[src/rtl/wb_stage.sv]
// Writeback stage: formats load data and drives the registered register-file write port.
// Optional feature macro: WB_MISALIGN_CHECK_EN (adds misalignErr and suppresses misaligned writes).
module wb_stage #(
  parameter int LOAD_LAT = 1
) (
  input  logic        clk,
  input  logic        reset,
  input  logic [31:0] alu,
  input  logic        aluToReg,
  input  logic [4:0]  rd,
  input  logic        doutBValid,
  input  logic [2:0]  loadFunct3,
  input  logic [31:0] doutB,
  output logic        rfWe,
  output logic [4:0]  rfAddr,
  output logic [31:0] rfData,
  output logic        stallOut
`ifdef WB_MISALIGN_CHECK_EN
  ,
  output logic        misalignErr
`endif
);

  // state | meaning
  // IDLE  | pass ALU results through, accept a load
  // WAIT  | load accepted, counting down the memory read latency
  typedef enum logic {IDLE, WAIT} state_t;

  localparam logic [2:0] LAT_START = 3'(LOAD_LAT - 1);

  state_t      state_q, state_d;
  logic [2:0]  count_q, count_d;
  logic [4:0]  rd_q, rd_d;
  logic [2:0]  f3_q, f3_d;
  logic [1:0]  off_q, off_d;
  logic        we_q, we_d;
  logic        rf_we_q, rf_we_d;
  logic [4:0]  rf_addr_q, rf_addr_d;
  logic [31:0] rf_data_q, rf_data_d;
  logic [31:0] load_data;
  logic [7:0]  byte_sel;
  logic [15:0] half_sel;
  logic        misalign;
`ifdef WB_MISALIGN_CHECK_EN
  logic        mis_q, mis_d;
`endif

  always_comb begin
    byte_sel = doutB[7:0];
    case (off_q)
      2'd0: byte_sel = doutB[7:0];
      2'd1: byte_sel = doutB[15:8];
      2'd2: byte_sel = doutB[23:16];
      2'd3: byte_sel = doutB[31:24];
      default: byte_sel = doutB[7:0];
    endcase
    half_sel = off_q[1] ? doutB[31:16] : doutB[15:0];
    case (f3_q)
      3'b000:  load_data = {{24{byte_sel[7]}}, byte_sel};
      3'b100:  load_data = {24'd0, byte_sel};
      3'b001:  load_data = {{16{half_sel[15]}}, half_sel};
      3'b101:  load_data = {16'd0, half_sel};
      default: load_data = doutB;
    endcase
  end

`ifdef WB_MISALIGN_CHECK_EN
  assign misalign = (((f3_q == 3'b001) || (f3_q == 3'b101)) && off_q[0]) ||
                    ((f3_q == 3'b010) && (off_q != 2'd0));
`else
  assign misalign = 1'b0;
`endif

  always_comb begin
    state_d   = state_q;
    count_d   = count_q;
    rd_d      = rd_q;
    f3_d      = f3_q;
    off_d     = off_q;
    we_d      = we_q;
    rf_we_d   = 1'b0;
    rf_addr_d = rf_addr_q;
    rf_data_d = rf_data_q;
`ifdef WB_MISALIGN_CHECK_EN
    mis_d     = 1'b0;
`endif
    case (state_q)
      IDLE: begin
        if (doutBValid) begin
          rd_d    = rd;
          f3_d    = loadFunct3;
          off_d   = alu[1:0];
          we_d    = aluToReg;
          count_d = LAT_START;
          state_d = WAIT;
        end else begin
          rf_we_d   = aluToReg && (rd != 5'd0);
          rf_addr_d = rd;
          rf_data_d = alu;
        end
      end
      WAIT: begin
        if (count_q != 3'd0) begin
          count_d = count_q - 3'd1;
        end else begin
          // doutB is valid on this cycle only; commit the formatted load
          rf_we_d   = we_q && (rd_q != 5'd0) && !misalign;
          rf_addr_d = rd_q;
          rf_data_d = load_data;
`ifdef WB_MISALIGN_CHECK_EN
          mis_d     = misalign;
`endif
          state_d   = IDLE;
        end
      end
      default: state_d = IDLE;
    endcase
  end

  always_ff @(posedge clk or negedge reset) begin
    if (!reset) begin
      state_q   <= IDLE;
      count_q   <= 3'd0;
      rd_q      <= 5'd0;
      f3_q      <= 3'd0;
      off_q     <= 2'd0;
      we_q      <= 1'b0;
      rf_we_q   <= 1'b0;
      rf_addr_q <= 5'd0;
      rf_data_q <= 32'd0;
`ifdef WB_MISALIGN_CHECK_EN
      mis_q     <= 1'b0;
`endif
    end else begin
      state_q   <= state_d;
      count_q   <= count_d;
      rd_q      <= rd_d;
      f3_q      <= f3_d;
      off_q     <= off_d;
      we_q      <= we_d;
      rf_we_q   <= rf_we_d;
      rf_addr_q <= rf_addr_d;
      rf_data_q <= rf_data_d;
`ifdef WB_MISALIGN_CHECK_EN
      mis_q     <= mis_d;
`endif
    end
  end

  assign rfWe     = rf_we_q;
  assign rfAddr   = rf_addr_q;
  assign rfData   = rf_data_q;
  assign stallOut = (state_q == WAIT);
`ifdef WB_MISALIGN_CHECK_EN
  assign misalignErr = mis_q;
`endif

endmodule

[config.mk]
export PLATFORM = sky130hd
export DESIGN_NAME = wb_stage
export DESIGN_NICKNAME = d
export VERILOG_FILES = /design/src/rtl/wb_stage.sv
export SDC_FILE = /design/constraint.sdc
export NUM_CORES = 1
export LEC_CHECK = 0
export ABC_AREA = 1
export CORE_MARGIN = 2
export CORE_UTILIZATION = 35
export CTS_CLUSTER_SIZE = 25
export DETAILED_ROUTE_END_ITERATION = 16
export PLACE_DENSITY = 0.62
export SYNTH_ARGS = -nofsm -noshare
export SYNTH_HDL_FRONTEND = slang
export SYNTH_SLANG_ARGS = --single-unit
export TNS_END_PERCENT = 100
[constraint.sdc]
create_clock -name clk -period 1.95 [get_ports clk]
set_input_delay 0.585 -clock clk [delete_from_list [all_inputs] [get_ports clk]]
set_output_delay 0.585 -clock clk [all_outputs]
set_load 0.005 [all_outputs]
== Word-level counts from Yosys, hierarchy flattened ==
Index checks and enable logic that the tools add are counted.
Word-level totals
  register bits: 53
  latch bits: 0
  bits in writable memories: 0
  memory bits (read-only): 0
  output and inout port bits: 39
  word-level logic and storage cells: 49
  memories: 0
Operators by class
  $add $sub $neg: 1
  $mul: 0
  divide/modulo/power cells: 0
  order comparisons: 0
  equal/unequal tests: 10
  shift-type cells: 0
  multiplexer cells: 18
  bitwise operators: 1
  reductions and logical operators: 10
Operators with widths (number)
  $pmux 32 s4: 1
  $mux 32: 2
  $pmux 32 s2: 1
  $pmux 8 s4: 1
  $mux 16: 1
  $mux 5: 2
  $pmux 5 s2: 1
  $reduce_bool 5->1: 2
  $eq 3x3->1 const B: 2
  $mux 3: 2
  $ne 2x2->1 const B: 3
  $pmux 3 s2: 1
  $reduce_and 2->1: 3
  $eq 2x2->1 const B: 2
  $mux 1: 4
  $pmux 1 s2: 2
  $eq 3x1->1 const B: 1
  $logic_not 3->1: 1
  $reduce_bool 3->1: 1
  $sub 3x1->3 const B: 1
  $eq 2x1->1 const B: 1
  $logic_and 1x1->1: 2
  $logic_not 2->1: 1
  $ne 2x1->1 const B: 1
  $not 1->1: 1

== Depth between registers and ports, before layout ==
  depth in word-level cells: 5
  mapped depth: 10
  mapped depth without buffers: 9

== Least setup slack after synthesis ==
OpenSTA, ideal clock, no wires.
  kind: input-to-reg
  start: input port doutB[7]
  end: register rf_data_q[10], in the netlist rfData[10]
  arrival time: 1.327 ns
  slack: 0.506 ns
  stages: 9
  path through: inv_1 > nand2_1 > nand3_1 > nand3_1 > nand2_1 > buf_2 > nand2_1 > nand3_1 > nand2_1
On the way
  longest elaborated chain between the ends: 4
RTL lines
  start, declared: line 13  | input logic [31:0] doutB,
  $pmux 8 s4: line 50  | case (off_q)
  $pmux 32 s4: line 58  | case (f3_q)
  $mux 32: line 103  | if (count_q != 3'd0) begin
  $pmux 32 s2: line 87  | case (state_q)
  end signal, assigned: line 143  | rf_data_q <= rf_data_d;
  end, declared: line 39  | logic [31:0] rf_data_q, rf_data_d;
No other way between the ends. The select of a mux whose other input is x is not followed.
A chain may end at the register's enable or synchronous reset.

== Worst setup path in the final report ==
  start: register state_q, in the netlist stallOut
  end: output port stallOut
RTL lines
  start, declared: line 31  | state_t state_q, state_d;
  start signal, assigned: line 135  | state_q <= state_d;
  end, declared: line 17  | output logic stallOut
No word-level cell between the ends.

==> PnR_summary.wiki <==
{| class="wikitable"
! Metric !! Value
|-
| Status || completed
|-
| Worst ir drop on vdd || 0.0006179 V
|-
| DIE AREA || 9825 µm²
|-
| Clock network power share || 10.1%
|-
| Clock-pin transition on the worst setup and hold timing paths || 0.10 ns
|-
| Highest achievable clock rate || 543.7 MHz
|-
| Cell internal power dissipation || 0.004178 W
|-
| Worst-path cell with the longest stage delay || clkdlybuf4s50_1
|-
| Clk Tree Root Cell || clkbuf_8
|-
| Total power || 0.007356 W
|-
| Post-Place Cell Area || 4514 µm²
|-
| Register area share after synthesis || 41.88%
|-
| Die extent in y || 99.12 µm
|-
| Tcrit/Tclk final || 94.32%
|-
| Count of antenna-violating nets left after detailed routing || 0
|-
| Count of distinct cell types in the synthesized netlist || 26
|-
| Post-route minimum period || 1.839 ns
|-
| Number of iterations in the first detailed-routing pass || 4
|-
| Drt via density || 4.832
|-
| Fraction of final layout cells sized beyond drive strength 1 || 9.278%
|-
| Worst setup slack after placement || -0.04440 ns
|-
| Logic pwr share || 62.2%
|-
| Synth Warn # || 0
|-
| Routed WL || 9909 µm
|-
| CP delay by family, top || buffers and inverters
|-
| Min setup slack post-route || 0.1108 ns
|-
| Static Leakage || 2.264 nW
|-
| Multi-input gate area || 1623 µm²
|-
| CTS H-tree lvls || 2
|-
| Count of fill cells added during filler insertion || 882
|-
| Antenna cells || 0
|-
| Final Slew Violations || 0
|-
| Critical path class || flop to output pin
|-
| Critical path endpoint category || output pin
|-
| Most used cells in the layout excluding fill and tap cells || 188 x nand2_1, 113 x clkdlybuf4s50_1, 62 x nor2_1
|-
| Effective utilization at floorplan || 36.14%
|-
| Count of endpoints failing setup in the final report || 0
|-
| Arrival time reported for the critical path endpoint || 1.25 ns
|-
| Number of hold buffers added after cts || 0
|-
| Maximum fanout encountered on the critical timing path || 5
|-
| Total CTS buffers || 5
|-
| Total setup buffers inserted after CTS || 0
|-
| Setup repair after global routing missed its margin || no
|-
| Net switching power figure || 0.003178 W
|-
| Via count || 3334
|-
| Synth Register Bits || 53
|-
| Final net count || 660
|-
| Biggest cell delay along the critical path || 0.51 ns
|-
| Max-slew headroom || 64.28%
|-
| Post-synth design cell area || 3167 µm²
|-
| Global routing usage summed across all routing layers || 20.55%
|-
| Maximum number of pins on one net before global-route repair || 34
|-
| Final setup skew || 0.007393 ns
|-
| Accumulated negative setup slack || 0 ns
|-
| Switching power share of the total || 43.21%
|-
| Initial drt markers || 169
|-
| GP Congestion || 0.8656
|-
| Post-Synthesis Net Count || 543
|-
| Clock sinks || 53
|-
| Residual overflow from global routing || 0
|-
| Cells after synthesis || 465
|-
| CP Cell Sequence || clkdlybuf4s50_1
|-
| Growth of design area from synthesis to finish || 45.87%
|-
| Later-pin clock latency in the skew report || 0.31 ns
|-
| Number of buffers inserted by port buffering || 114
|-
| Average detailed-routed wire length per instance || 14.36 µm
|-
| Worst Tran Pin Value || 0.5357 ns
|-
| Average cell area after synthesis || 6.810 µm²
|-
| Global-route wire length before repair || 16390 µm
|-
| Clock tree from TritonCTS || done
|-
| Required time of the critical path || 1.36 ns
|-
| Most frequent standard cell in the layout excluding fill and tap cells || nand2_1
|-
| Worst min-delay path class || primary input to async pin
|-
| Sequential Power Share || 27.6%
|-
| Final hold violation count || 0
|-
| Floorplan Core Area || 8763 µm²
|-
| Die X-Extent || 99.12 µm
|-
| Rows || 34
|-
| Hpwl dp || 7623 µm
|-
| Boundary pin count || 115
|-
| Power per unit of standard cell area || 1592 nW/µm²
|-
| Crit start category || flop
|-
| Post-layout instance area || 4619 µm²
|-
| Number of antenna violations at the first check in global routing || 0
|-
| Register cell area after layout || 1328 µm²
|-
| Worst Path Buf+Inv || 1
|-
| Max Cap Violations || 0
|-
| Utilization of the core after routing || 52.71%
|-
| Buffers from clock root to sink, at most || 2
|-
| DR DRC count || 0
|-
| Via count of the first global-routing pass || 3279
|}
-- per-layer routing --
metal / track usage [%] / up-vias / part of all wire, % / wire length (µm)
met2: 33.78 / 98 / 46 / 4602
met4: 3.056 / 0 / 0.50 / 50
li1: - / 1700 / - / -
met1: 28.79 / 1530 / 47 / 4652
met3: 4.146 / 6 / 6.1 / 603
met5: 0 / - / 0 / 0
-- area by class of cell --
cell class | instances | area share, %
flip-flops and latches | 53 | 28.74
repair buffers | 136 | 29.25
clock buffers | 5 | 1.490
well taps | 108 | 2.925
inverters | 21 | 1.706
clock inverters | 2 | 0.7584
multi-input cells | 365 | 35.13
-- flip-flops by register name, indices dropped and copies added, names as in the netlist --
signal,count
we_q,1
f3_q,3
off_q,2
count_q,3
rfAddr,5
rfWe,1
rd_q,5
stallOut,1
rfData,32
-- power groups by stage --
stage               clock [W]  sequential [W]  combinational (W)
finish               0.000747         0.00203            0.00458
global route         0.000806         0.00210            0.00517
detailed placement          0         0.00203            0.00459
floorplan                   0         0.00201            0.00270
global placement            0         0.00204            0.00449
CTS                  0.000759         0.00203            0.00459
-- logic make-up (layout without fill, tap and decap cells) --
group / after synthesis / after routing / synth area share (%)
adder cells (fa/ha/maj): 2 / 2 / 0.7901
flip-flops: 53 / 53 / 41.88
buffers and inverters: 47 / 164 / 6.953
AO/OA/AOI/OAI: 53 / 53 / 8.692
AND/OR/NAND/NOR: 310 / 310 / 41.68
-- synth_stat cells, drive strengths merged --
library cell | number | share of area [%]
a21oi | 34 | 5.4
a31oi | 5 | 0.99
buf | 17 | 3.4
clkbuf | 9 | 1.1
clkinv | 1 | 0.12
dfrtp | 53 | 42
ha | 2 | 0.79
inv | 20 | 2.4
nand2 | 191 | 23
nand3 | 39 | 7.7
nand3b | 5 | 1.2
nor2 | 63 | 7.7
nor3 | 3 | 0.47
o211ai | 1 | 0.24
o21ai | 12 | 1.9
o22ai | 1 | 0.20
or2 | 9 | 1.8
-- worst paths after layout --
path,start,to,slack (ns),cells after the start
min in group clk,rfData[13],rfData[13],0.49,2
max in group asynchronous,reset,stallOut,1.15,2
hold reg to reg,rfData[13],rfData[13],0.49,2
hold / removal,reset,rfData[30],0.24,1
setup reg to reg,count_q[0],rfData[2],0.26,9
setup / recovery,stallOut,stallOut,0.11,1
-- what timing repair did --
action	4_1_cts	5_1_grt
endpoints found under the setup margin	0	1
hold endpoints to repair	0	0
gates resized for setup	0	1
-- metrics by stage --
step                      hold WS [ns]  instances
after floorplan                 0.2894        465
after global placement          0.4631        683
after detailed placement        0.4645        683
after CTS                       0.2637        690
after global routing            0.2867        690
final                           0.2423        690
Power figures use the tool's default switching activity.
